$ cat config.mk
export PLATFORM = sky130hd
export DESIGN_NAME = relu_backward
export DESIGN_NICKNAME = d
export VERILOG_FILES = /design/src/rtl/relu_pkg.sv /design/src/rtl/relu_grad_sat.sv /design/src/rtl/relu_backward.sv
export SDC_FILE = /design/constraint.sdc
export NUM_CORES = 1
export LEC_CHECK = 0
export ABC_CLOCK_PERIOD_IN_PS = 8700
export BUFFER_PORTS_ARGS = -buffer_cell sky130_fd_sc_hd__buf_2
export CAP_MARGIN = 25
export CORE_AREA = 2 2 128 130
export CTS_CLUSTER_SIZE = 12
export DETAILED_ROUTE_END_ITERATION = 12
export DIE_AREA = 0 0 130 132
export HOLD_SLACK_MARGIN = 0.08
export PLACE_DENSITY = 0.67
export SYNTH_ARGS = -nofsm -noshare
export SYNTH_HDL_FRONTEND = slang
export SYNTH_HIERARCHICAL = 1
export SYNTH_SLANG_ARGS = --single-unit
$ cat constraint.sdc
create_clock -name clk -period 8.7 [get_ports clk]
set_clock_uncertainty 0.15 [all_clocks]
set_input_delay 0.87 -clock clk [delete_from_list [all_inputs] [get_ports clk]]
set_output_delay 0.87 -clock clk [all_outputs]
set_load 0.01 [all_outputs]
$ cat src/rtl/relu_pkg.sv
// Shared types for the ReLU forward/backward layer blocks.
package relu_pkg;

  typedef enum logic [1:0] {
    IDLE = 2'd0,
    RUN  = 2'd1,
    DONE = 2'd2
  } state_t;

endpackage

$ cat src/rtl/relu_grad_sat.sv
// Combinational arithmetic right shift of a signed gradient followed by
// saturation to the narrower output width; ovf_o flags a clamp.
module relu_grad_sat #(
  parameter int gradbits = 16,
  parameter int outbits  = 8,
  parameter int shift    = 0
) (
  input  logic signed [gradbits-1:0] g_i,
  output logic signed [outbits-1:0]  val_o,
  output logic                       ovf_o
);

  logic signed [gradbits-1:0] shifted;

  // >>> on a signed operand rounds toward -inf, which is the required truncation.
  assign shifted = g_i >>> shift;

  if (outbits < gradbits) begin : g_clip
    localparam logic signed [gradbits-1:0] MAXV = gradbits'((1 << (outbits-1)) - 1);
    localparam logic signed [gradbits-1:0] MINV = ~MAXV;

    always_comb begin
      val_o = shifted[outbits-1:0];
      ovf_o = 1'b0;
      if (shifted > MAXV) begin
        val_o = {1'b0, {(outbits-1){1'b1}}};
        ovf_o = 1'b1;
      end else if (shifted < MINV) begin
        val_o = {1'b1, {(outbits-1){1'b0}}};
        ovf_o = 1'b1;
      end
    end
  end else begin : g_ext
    assign val_o = outbits'(shifted);
    assign ovf_o = 1'b0;
  end

endmodule

$ cat src/rtl/relu_backward.sv
// Element-serial ReLU backward pass: dx[i] = sat(g[i] >>> shift) where x[i] > 0,
// else 0, one element per clock, with active count and sticky saturation flag.
module relu_backward
  import relu_pkg::*;
#(
  parameter int inbits   = 8,
  parameter int gradbits = 16,
  parameter int outbits  = 8,
  parameter int shift    = 0,
  parameter int size     = 10
) (
  input  logic                          clk,
  input  logic                          reset,
  input  logic                          start,
  input  logic signed [inbits-1:0]      x  [0:size-1],
  input  logic signed [gradbits-1:0]    g  [0:size-1],
  output logic signed [outbits-1:0]     dx [0:size-1],
  output logic                          busy,
  output logic                          done,
  output logic [$clog2(size+1)-1:0]     active_count,
  output logic                          sat
);

  localparam int IW = (size > 1) ? $clog2(size) : 1;
  localparam int CW = $clog2(size + 1);
  localparam logic [IW-1:0] LAST = IW'(size - 1);

  state_t                     state_q;
  logic [IW-1:0]              idx_q;
  logic [CW-1:0]              cnt_q;
  logic                       sat_q;
  logic                       busy_q;
  logic                       done_q;
  logic signed [outbits-1:0]  dx_q [0:size-1];

  logic signed [inbits-1:0]   x_cur;
  logic signed [gradbits-1:0] g_cur;
  logic signed [outbits-1:0]  g_sat;
  logic                       g_ovf;
  logic                       mask;

  assign x_cur = x[idx_q];
  assign g_cur = g[idx_q];
  // Strictly positive: sign bit clear and not all-zero.
  assign mask  = ~x_cur[inbits-1] & (|x_cur);

  relu_grad_sat #(
    .gradbits (gradbits),
    .outbits  (outbits),
    .shift    (shift)
  ) u_sat (
    .g_i   (g_cur),
    .val_o (g_sat),
    .ovf_o (g_ovf)
  );

  always_ff @(posedge clk) begin
    if (reset) begin
      state_q <= IDLE;
      idx_q   <= '0;
      cnt_q   <= '0;
      sat_q   <= 1'b0;
      busy_q  <= 1'b0;
      done_q  <= 1'b0;
      for (int k = 0; k < size; k++) dx_q[k] <= '0;
    end else begin
      case (state_q)
        IDLE, DONE: begin
          if (start) begin
            state_q <= RUN;
            idx_q   <= '0;
            cnt_q   <= '0;
            sat_q   <= 1'b0;
            busy_q  <= 1'b1;
            done_q  <= 1'b0;
          end
        end
        RUN: begin
          dx_q[idx_q] <= mask ? g_sat : '0;
          if (mask) cnt_q <= cnt_q + CW'(1);
          if (mask && g_ovf) sat_q <= 1'b1;
          if (idx_q == LAST) begin
            state_q <= DONE;
            busy_q  <= 1'b0;
            done_q  <= 1'b1;
          end else begin
            idx_q <= idx_q + IW'(1);
          end
        end
        default: state_q <= IDLE;
      endcase
    end
  end

  assign dx           = dx_q;
  assign busy         = busy_q;
  assign done         = done_q;
  assign active_count = cnt_q;
  assign sat          = sat_q;

endmodule

==> impl_metrics.py, run 1 <==
metrics = {
    "floorplanning": {
        "full_die_area_mm2": 0.0172,
        "boundaryPins": 330,
        "placement_rows": 46,
        "fp.dieW_um": 130,
        "die_height_um": 132,
        "design.core.area_mm2": 0.0157,
        "start_util": 0.354,
    },
    "sta": {
        "grt_setup_unrepaired": "false",
        "final-max-slew-violation-count": 0,
        "report.final.hold_viol_count": 0,
        "tns_ns": 0,
        "timing.final.ws_setup_ns": 5.05,
        "setup_viol_count_final": 0,
        "slew-limit-headroom": 0.447,
        "timing.final.crit_share": 0.419,
        "actual_slew_at_the_worst_max_slew_pin_ns": 0.830,
        "final.min_clock_period_ns": 3.65,
        "max_freq_mhz": 274,
    },
    "clocking": {
        "hold_buffers": 0,
        "clock_sink_count": 93,
        "cts_made_buffers": 9,
        "clk_transition_reported_paths_ns": 0.07,
        "latest_clock_arrival_within_the_worst_skew_pair_ns": 0.34,
        "number_of_buffers_between_clock_root_and_the_deepest_sink": 2,
        "postCtsResizedCells": 0,
        "h_tree_levels": 3,
        "cts_tree": "done",
        "cts_root_buffer": "clkbuf_16",
        "post-cts-setup-buffers": 0,
    },
    "synthesis": {
        "synthDistinctLibCells": 49,
        "synth-seq-area-share": 0.334,
        "netlist_instances": 530,
        "proportion_of_synthesized_flip_flops_having_asynchronous_set_or_reset": 0,
        "avgSynthCellArea_um2": 10.5,
        "yosys-top-cells-area": "dfxtp_1 33%, a32o_1 15%, mux4_2 14%",
        "synth_fp_nets": 778,
        "synth_area_leader_cell": "dfxtp_1",
        "synth.ff_latch_count": 93,
        "ys_top_cells_by_count": "93 x dfxtp_1, 81 x a32o_1, 73 x nor2b_1, 38 x mux2i_1, 34 x mux4_2",
        "ys.warnings.count": 6,
        "synth-main-ff-cell": "dfxtp_1",
        "synth_area_mm2": 0.00557,
        "synth_enable_flop_cells": 0,
        "yosys.cell_count.top_type": "dfxtp_1",
        "synth_top_cell_area_share": 0.334,
    },
    "routing": {
        "detail_route.wirelength_um": 22000,
        "first_iteration_detailed_routing_drc_count": 412,
        "detail-route-antenna-nets": 0,
        "drt_first_pass_iters": 7,
        "avgRoutedWirePerCell_um": 20.9,
        "route.vias.total": 5792,
        "via_per_inst": 5.48,
        "post-route-drc-count": 0,
    },
    "critical_path": {
        "worst-endpoint-required_ns": 8.78,
        "worst_ep_arrival_time_ns": 3.72,
        "r2r_setup_slack_ns": 5.05,
        "worst_r2r_src": "idx_q[0]$_SDFFE_PP0P_",
        "worst-r2r-cell-count": 9,
        "reg2reg_to": "dx[72]$_SDFFE_PP0P_",
        "startpoint_class": "flip-flop",
        "critical_path_class": "reg -> reg",
        "critPathMaxFanout": 34,
        "end_kind": "flip-flop",
    },
    "power_and_ir_drop": {
        "static-leakage-power_nw": 3.44,
        "vdd.ir_drop.worst_mv": 0.118,
        "power.density_cell_area_mw_per_mm2": 135,
    },
    "finish": {
        "design.final.nets": 1080,
        "multiInputGateArea_mm2": 0.00341,
        "final_util": 0.485,
        "n_fill_cell": 1537,
        "post_route_cells_drive_above_1_share": 0.485,
        "syn2layout_area_growth_pct": 36.9,
        "layout.area.seq_mm2": 0.00187,
    },
    "worst_hold_path": {
        "min_delay_path_depth": 2,
        "hp-start": "done$_SDFFE_PP0P_",
        "hp-class": "reg -> reg",
        "whs_endpoint": "done$_SDFFE_PP0P_",
    },
    "flow_run": {
        "cap_violations": 0,
    },
    "global_routing": {
        "grt_pass1_wl_um": 32500,
        "track_usage": 0.247,
        "first_global_vias": 5716,
        "grt_start_max_net_pins": 81,
        "grt_overflow": 0,
        "antenna_found_initial": 5,
    },
    "placed_design": {
        "gp_congestion": 0.886,
        "port_buffers": 329,
        "pre_cts_setup_slack_ns": 4.86,
        "detailedPlacementHpwl_um": 17500,
    },
    "outcome": {
        "status": "finished, final reports clean",
    },
}
[cells in the final DEF (no fill, tap or decap), drive strengths merged, types with 2 or more instances in the layout]
cell type / netlist / layout
buf: 30 / 342
dfxtp: 93 / 93
a32o: 81 / 81
nor2b: 73 / 73
mux2i: 38 / 38
mux4: 34 / 34
nand2: 25 / 25
nor2: 21 / 21
o22ai: 17 / 17
nor4: 16 / 16
clkbuf: 21 / 13
nand3: 12 / 12
a21oi: 7 / 7
a2bb2oi: 7 / 7
inv: 6 / 7
nand2b: 5 / 5
ha: 5 / 5
nor4b: 5 / 5
diode: 0 / 4
o21ai: 4 / 4
a211oi: 3 / 3
or4: 3 / 3
nor3: 3 / 3
or2: 3 / 3
a21o: 2 / 2
xnor2: 2 / 2
and2: 2 / 2
nand4: 2 / 2
clkinvlp: 0 / 2
and4: 2 / 2
o32ai: 2 / 2
[area by class of cell]
cell class	instances	share of cell area
clock buffer	13	0.0356
multi-input combinational	380	0.448
inverter	6	0.00295
tap	216	0.0355
clock inverter	3	0.00345
antenna	4	0.00131
sequential	93	0.245
timing repair buffer	342	0.229
[flip-flops by register name (all words and copies together) (netlist names)]
signal / flops
busy: 1
done: 1
idx_q: 4
dx: 80
state_q: 2
active_count: 4
sat: 1
[worst max path at each step]
stage | start | slack [ns] | endpoint
final | idx_q[0]$_SDFFE_PP0P_ | 5.05 | dx[72]$_SDFFE_PP0P_
after global routing | idx_q[0]$_SDFFE_PP0P_ | 4.71 | dx[17]$_SDFFE_PP0P_
after CTS | idx_q[0]$_SDFFE_PP0P_ | 4.83 | dx[14]$_SDFFE_PP0P_
after detailed placement | idx_q[0]$_SDFFE_PP0P_ | 4.86 | dx[54]$_SDFFE_PP0P_
after global placement | idx_q[0]$_SDFFE_PP0P_ | 4.92 | dx[77]$_SDFFE_PP0P_
after floorplan | idx_q[0]$_SDFFE_PP0P_ | 5.52 | dx[0]$_SDFFE_PP0P_
[cells by family (layout without fill, tap and decap cells)]
kind of cell             after synthesis  count (layout)  share of synthesized area
XOR/XNOR                               2               2                    0.00315
other                                  0               4                          0
flip-flops                            93              93                      0.334
buffers and inverters                 57             364                     0.0541
AND/OR/NAND/NOR                      173             173                      0.185
multiplexers                          72              72                      0.206
AO/OA/AOI/OAI                        128             128                      0.206
adder cells (fa/ha/maj)                5               5                     0.0112
[where the power goes]
part / leakage, nW / internal (W) / total, W / switching [W]
sequential: 0.751 / 0.000430 / 0.000438 / 0.00000752
clock: 0.139 / 0.000221 / 0.000387 / 0.000165
combinational: 2.55 / 0.000101 / 0.000207 / 0.000107
[worst max-delay path, stage by stage, from the launching register on]
cell and delay, ns:
dfxtp_4 0.66, buf_4 0.58, mux4_2 0.58, mux2i_1 0.18, o22ai_1 0.14, nor4_2 0.35, nand2_2 0.17, a2bb2oi_1 0.25
buf_4 0.24, a32o_1 0.21
[routing by layer]
layer	GRT usage	wire (µm)	vias up
li1	-	-	2700
met3	0.0475	1500	29
met1	0.313	9210	2815
met5	0	13	-
met4	0.0657	453	2
met2	0.428	10900	246
[per-stage QoR]
stage	instances	instance area (µm²)	hold WS, ns	total power (W)
after global placement	1030	7260	0.294	0.000648
after global routing	1057	7620	0.343	0.00108
after detailed placement	1035	7300	0.298	0.000653
final	1057	7620	0.304	0.00103
after CTS	1051	7600	0.307	0.00104
after floorplan	530	5570	0.295	0.000567
No activity file was read; power rests on OpenSTA's default activity.
==> run 2: changes to the inputs <==
--- a/config.mk
+++ b/config.mk
@@ -5,15 +5,15 @@
 export SDC_FILE = /design/constraint.sdc
 export NUM_CORES = 1
 export LEC_CHECK = 0
-export ABC_CLOCK_PERIOD_IN_PS = 8700
+export ABC_CLOCK_PERIOD_IN_PS = 3300
 export BUFFER_PORTS_ARGS = -buffer_cell sky130_fd_sc_hd__buf_2
 export CAP_MARGIN = 25
-export CORE_AREA = 2 2 128 130
+export CORE_AREA = 2 2 129 131
 export CTS_CLUSTER_SIZE = 12
 export DETAILED_ROUTE_END_ITERATION = 12
-export DIE_AREA = 0 0 130 132
+export DIE_AREA = 0 0 131 133
 export HOLD_SLACK_MARGIN = 0.08
-export PLACE_DENSITY = 0.67
+export PLACE_DENSITY = 0.69
 export SYNTH_ARGS = -nofsm -noshare
 export SYNTH_HDL_FRONTEND = slang
 export SYNTH_HIERARCHICAL = 1
==> constraint.sdc (replaced) <==
create_clock -name clk -period 3.3 [get_ports clk]
set_clock_uncertainty 0.15 [all_clocks]
set_input_delay 0.33 -clock clk [delete_from_list [all_inputs] [get_ports clk]]
set_output_delay 0.33 -clock clk [all_outputs]
set_load 0.01 [all_outputs]
==> run 2 against run 1 <==
- non-clock buffer count up 8
- final area up 1.8%
- critical endpoint is now dx[45]$_SDFFE_PP0P_
- sequential share of layout area fell by 0.43 points
==> impl_metrics.py, run 2 (synthesis gave the netlist of run 1 again) <==
metrics = {
    "routing": {
        "dr.max_layer_used": "met5",
        "detail-route-antenna-nets": 0,
        "routed_length_on_met1_um": 8910,
        "detail_route.wirelength_um": 21200,
        "via_per_inst": 5.37,
        "wl_met3_um": 1370,
        "first_iteration_detailed_routing_drc_count": 514,
        "routed-wl-met2_um": 10500,
        "avgRoutedWirePerCell_um": 19.9,
        "drt_first_pass_iters": 5,
        "post-route-drc-count": 0,
        "route.vias.total": 5721,
    },
    "sta": {
        "max_freq_mhz": 323,
        "tns_ns": 0,
        "slew-limit-headroom": 0.330,
        "setup_viol_count_final": 0,
        "actual_slew_at_the_worst_max_slew_pin_ns": 1.00,
        "final.min_clock_period_ns": 3.09,
        "grt_setup_unrepaired": "false",
        "report.final.hold_viol_count": 0,
        "final-max-slew-violation-count": 0,
        "timing.final.crit_share": 0.937,
    },
    "clocking": {
        "clock_sink_count": 93,
        "cts_tree": "done",
        "latest_clock_arrival_within_the_worst_skew_pair_ns": 0.34,
        "clk_transition_reported_paths_ns": 0.07,
        "postCtsResizedCells": 0,
        "cts_root_buffer": "clkbuf_16",
        "number_of_buffers_between_clock_root_and_the_deepest_sink": 2,
        "h_tree_levels": 3,
        "hold_buffers": 0,
        "cts_made_buffers": 9,
        "post-cts-setup-buffers": 0,
    },
    "finish": {
        "final_cells": 1066,
        "syn2layout_area_growth_pct": 39.3,
        "largest_register_ffs": 80,
        "final_cell_mix": "329 x buf_2, 91 x dfxtp_1, 81 x a32o_1",
        "n_fill_cell": 1530,
        "design.final.nets": 1088,
        "layout.cells.most_common": "buf_2",
        "post_route_cells_drive_above_1_share": 0.490,
    },
    "floorplanning": {
        "start_util": 0.344,
        "fp.dieW_um": 131,
        "placement_rows": 47,
        "boundaryPins": 330,
        "design.core.area_mm2": 0.0162,
        "die_height_um": 133,
        "full_die_area_mm2": 0.0174,
    },
    "power_and_ir_drop": {
        "power.density_cell_area_mw_per_mm2": 356,
        "power.total_w": 0.00276,
        "vdd.ir_drop.worst_mv": 0.205,
        "static-leakage-power_nw": 3.51,
    },
    "worst_hold_path": {
        "hp-start": "start",
        "hp-class": "in -> reg",
        "min_delay_path_depth": 4,
        "whs_endpoint": "state_q[1]$_SDFFE_PP0P_",
    },
    "critical_path": {
        "reg2reg_to": "dx[45]$_SDFFE_PP0P_",
        "worst-r2r-cell-count": 8,
        "startpoint_class": "flip-flop",
        "critical_path_class": "reg -> reg",
        "worst_r2r_src": "idx_q[0]$_SDFFE_PP0P_",
        "critPathMaxFanout": 15,
        "r2r_setup_slack_ns": 0.21,
        "crit_buf_inv": 1,
        "worst_ep_arrival_time_ns": 3.21,
        "timing.critical_path.cells": "buf_12 -> mux4_2 -> mux2i_1 -> o22ai_1 -> and4_1 -> nand3_1 -> a2bb2oi_1 -> a32o_1",
        "end_kind": "flip-flop",
        "critical-path-max-stage-delay_ns": 0.81,
        "worst-endpoint-required_ns": 3.42,
        "worst_path_max_delay_cell": "a2bb2oi_1",
        "path_delay_family": "compound AO/OA/AOI/OAI gates",
    },
    "global_routing": {
        "antenna_found_initial": 3,
        "grt_start_max_net_pins": 81,
        "grt_overflow": 0,
        "grt_pass1_wl_um": 31600,
        "first_global_vias": 5583,
        "track_usage": 0.239,
    },
    "placed_design": {
        "detailedPlacementHpwl_um": 16800,
        "inst_count_dp": 1047,
        "port_buffers": 329,
        "gp_congestion": 0.900,
    },
    "flow_run": {
        "cap_violations": 0,
    },
    "outcome": {
        "status": "finished, final reports clean",
    },
}
==> run 2: metrics by stage <==
step	instance area, µm²	hold slack, ns	util	setup slack, ns
after CTS	7740	0.151	0.479	0.0437
after detailed placement	7440	0.302	0.460	0.0648
after global routing	7760	0.161	0.480	0.0129
final	7760	0.157	0.480	0.208
after global placement	7430	0.294	0.460	0.197
after floorplan	5570	0.295	-	0.125
==> run 2: how the worst max path moves through the flow <==
stage,start,end,slack [ns],depth (start not counted)
global placement,idx_q[0]$_SDFFE_PP0P_,dx[65]$_SDFFE_PP0P_,0.20,8
detailed placement,idx_q[0]$_SDFFE_PP0P_,dx[14]$_SDFFE_PP0P_,0.06,8
floorplan,idx_q[0]$_SDFFE_PP0P_,dx[0]$_SDFFE_PP0P_,0.12,12
finish,idx_q[0]$_SDFFE_PP0P_,dx[45]$_SDFFE_PP0P_,0.21,8
global route,idx_q[0]$_SDFFE_PP0P_,dx[53]$_SDFFE_PP0P_,0.01,8
CTS,idx_q[0]$_SDFFE_PP0P_,dx[14]$_SDFFE_PP0P_,0.04,8
==> run 2: routing by layer <==
metal | track usage | up-vias
li1 | - | 2719
met1 | 0.313 | 2720
met2 | 0.401 | 251
met3 | 0.0485 | 29
met4 | 0.0597 | 2
met5 | 0 | -
==> run 2: layout make-up <==
class                   instances  area, µm²  share of cell area
multi-input cells             380       3410               0.440
repair buffers                350       1880               0.242
flip-flops and latches         93       1870               0.241
well taps                     220        275              0.0355
clock buffers                  12        246              0.0318
clock inverters                 4       55.1             0.00709
inverters                       6       22.5             0.00290
diodes                          1       2.50            0.000322
==> run 2: worst reg2reg max path: stages, from the launching register on <==
cell,delay (ns)
dfxtp_4,0.43
buf_12,0.19
mux4_2,0.32
mux2i_1,0.07
o22ai_1,0.22
and4_1,0.41
nand3_1,0.12
a2bb2oi_1,0.81
a32o_1,0.30
==> run 2: report_power, final <==
group          internal (W)  switching (W)
logic              0.000278       0.000289
registers           0.00113      0.0000132
clock network      0.000613       0.000436
total               0.00203       0.000739
==> run 3: changes to the inputs <==
--- a/config.mk
+++ b/config.mk
@@ -8,12 +8,13 @@
 export ABC_CLOCK_PERIOD_IN_PS = 3300
 export BUFFER_PORTS_ARGS = -buffer_cell sky130_fd_sc_hd__buf_2
 export CAP_MARGIN = 25
-export CORE_AREA = 2 2 129 131
+export CORE_AREA = 2 2 127 129
+export CTS_BUF_LIST = sky130_fd_sc_hd__clkbuf_8
 export CTS_CLUSTER_SIZE = 12
 export DETAILED_ROUTE_END_ITERATION = 12
-export DIE_AREA = 0 0 131 133
+export DIE_AREA = 0 0 129 131
 export HOLD_SLACK_MARGIN = 0.08
-export PLACE_DENSITY = 0.69
+export PLACE_DENSITY = 0.77
 export SYNTH_ARGS = -nofsm -noshare
 export SYNTH_HDL_FRONTEND = slang
 export SYNTH_HIERARCHICAL = 1
==> run 3 against run 2 <==
- count of clock-buffer cells in the layout down 3
- largest power group unchanged
- critical path type unchanged
- via count up 3.9%
- fmax up 3.7%
==> impl_metrics.py, run 3 (synthesis gave the netlist of run 1 again) <==
metrics = {
    "outcome": {
        "status": "finished, final reports clean",
    },
    "placed_design": {
        "detailedPlacementHpwl_um": 17700,
        "port_buffers": 329,
        "dpl-instance-area_mm2": 0.00747,
        "inst_count_dp": 1051,
        "gp_congestion": 0.927,
    },
    "sta": {
        "slew-limit-headroom": 0.420,
        "max_freq_mhz": 336,
        "tns_ns": 0,
        "report.final.hold_viol_count": 0,
        "grt_setup_unrepaired": "false",
        "actual_slew_at_the_worst_max_slew_pin_ns": 0.866,
        "timing.final.crit_share": 0.903,
        "fin_hold_ws_ns": 0.325,
        "final-max-slew-violation-count": 0,
        "setup_viol_count_final": 0,
        "final.min_clock_period_ns": 2.98,
    },
    "finish": {
        "largest_register_ffs": 80,
        "syn2layout_area_growth_pct": 38.3,
        "multiInputGateArea_mm2": 0.00342,
        "final_cell_area_mm2": 0.00770,
        "layout.cells.most_common": "buf_2",
        "design.final.nets": 1096,
        "final_cell_mix": "329 x buf_2, 91 x dfxtp_1, 81 x a32o_1",
        "n_fill_cell": 1467,
        "post_route_cells_drive_above_1_share": 0.497,
        "layout.area.seq_mm2": 0.00187,
        "final_cells": 1077,
    },
    "flow_run": {
        "cap_violations": 0,
    },
    "floorplanning": {
        "fp.dieW_um": 129,
        "die_height_um": 131,
        "boundaryPins": 330,
        "start_util": 0.357,
        "full_die_area_mm2": 0.0169,
        "placement_rows": 46,
        "design.core.area_mm2": 0.0156,
    },
    "clocking": {
        "cts_root_buffer": "clkbuf_8",
        "clock_sink_count": 93,
        "cts_made_buffers": 9,
        "clk_transition_reported_paths_ns": 0.10,
        "number_of_buffers_between_clock_root_and_the_deepest_sink": 2,
        "cts_tree": "done",
        "post-cts-setup-buffers": 0,
        "latest_clock_arrival_within_the_worst_skew_pair_ns": 0.36,
        "h_tree_levels": 3,
    },
    "critical_path": {
        "worst-r2r-cell-count": 9,
        "worst_ep_arrival_time_ns": 3.09,
        "critical_path_class": "reg -> reg",
        "end_kind": "flip-flop",
        "reg2reg_to": "dx[40]$_SDFFE_PP0P_",
        "worst_r2r_src": "idx_q[0]$_SDFFE_PP0P_",
        "worst-endpoint-required_ns": 3.41,
        "startpoint_class": "flip-flop",
        "critPathMaxFanout": 27,
        "r2r_setup_slack_ns": 0.32,
    },
    "global_routing": {
        "track_usage": 0.251,
        "first_global_vias": 5603,
        "grt_overflow": 0,
        "grt_start_max_net_pins": 81,
        "grt_pass1_wl_um": 32000,
        "antenna_found_initial": 7,
    },
    "worst_hold_path": {
        "min_delay_path_depth": 2,
        "whs_endpoint": "state_q[1]$_SDFFE_PP0P_",
        "hp-start": "state_q[1]$_SDFFE_PP0P_",
        "hp-class": "reg -> reg",
    },
    "routing": {
        "avgRoutedWirePerCell_um": 20.4,
        "post-route-drc-count": 0,
        "route.vias.total": 5942,
        "detail-route-antenna-nets": 0,
        "detail_route.wirelength_um": 22000,
        "via_per_inst": 5.52,
        "drt_first_pass_iters": 5,
        "first_iteration_detailed_routing_drc_count": 554,
    },
    "power_and_ir_drop": {
        "vdd.ir_drop.worst_mv": 0.187,
        "power.total_w": 0.00247,
        "static-leakage-power_nw": 3.49,
        "power.density_cell_area_mw_per_mm2": 321,
    },
}
run 3: changes by cell type in the layout (fill, tap and decap cells not counted), sizes merged:
cell,change
clkinv,+2
diode,+7
bufinv,-1
buf,+7
inv,+2
clkbuf,-3
dlygate4sd3,+1
run 3: stage by stage:
| step | worst slack [ns] | utilization |
|---|---|---|
| final | 0.320 | 0.494 |
| after global routing | 0.131 | 0.494 |
| after CTS | 0.0240 | 0.492 |
| after detailed placement | 0.0583 | 0.479 |
| after global placement | -0.0683 | 0.476 |
| after floorplan | 0.125 | - |
run 3: power by group:
part / switching (W) / internal [W] / leakage, nW
registers: 0.0000125 / 0.00113 / 0.751
logic: 0.000295 / 0.000285 / 2.64
clock network: 0.000450 / 0.000294 / 0.0965
total: 0.000758 / 0.00171 / 3.49
run 3: worst max path at each step:
stage / startpoint / to / slack, ns / cells after the start
2_1_floorplan: idx_q[0]$_SDFFE_PP0P_ / dx[0]$_SDFFE_PP0P_ / 0.12 / 12
3_3_place_gp: idx_q[0]$_SDFFE_PP0P_ / dx[17]$_SDFFE_PP0P_ / -0.07 / 8
3_5_place_dp: idx_q[0]$_SDFFE_PP0P_ / dx[22]$_SDFFE_PP0P_ / 0.06 / 9
4_1_cts: idx_q[0]$_SDFFE_PP0P_ / dx[22]$_SDFFE_PP0P_ / 0.02 / 9
5_1_grt: idx_q[0]$_SDFFE_PP0P_ / dx[25]$_SDFFE_PP0P_ / 0.13 / 9
6_report: idx_q[0]$_SDFFE_PP0P_ / dx[40]$_SDFFE_PP0P_ / 0.32 / 9
run 3: per-layer routing:
metal / GRT usage / wire, µm
met3: 0.0749 / 1660
met1: 0.322 / 9490
met4: 0.0818 / 467
met2: 0.407 / 10400
met5: 0 / 13
run 3: repair_timing:
action | in CTS | in global routing
hold buffers | 1 | 0
gates resized for setup | 0 | 1
setup endpoints to repair | 0 | 10
hold endpoints to repair | 1 | 0
run 3: critical path, stage by stage, from the launching register on:
cell	delay, ns
dfxtp_4	0.50
buf_12	0.25
mux4_2	0.52
mux2i_1	0.18
o22ai_1	0.13
nor4_2	0.26
nand2_2	0.18
a2bb2oi_1	0.23
buf_4	0.24
a32o_1	0.22
run 3: layout make-up:
type | count | share of cell area
antenna | 8 | 0.00260
clock buffer | 9 | 0.0161
clock inverter | 7 | 0.00893
inverter | 6 | 0.00292
multi-input combinational | 380 | 0.444
sequential | 93 | 0.242
tap | 216 | 0.0351
timing repair buffer | 358 | 0.248
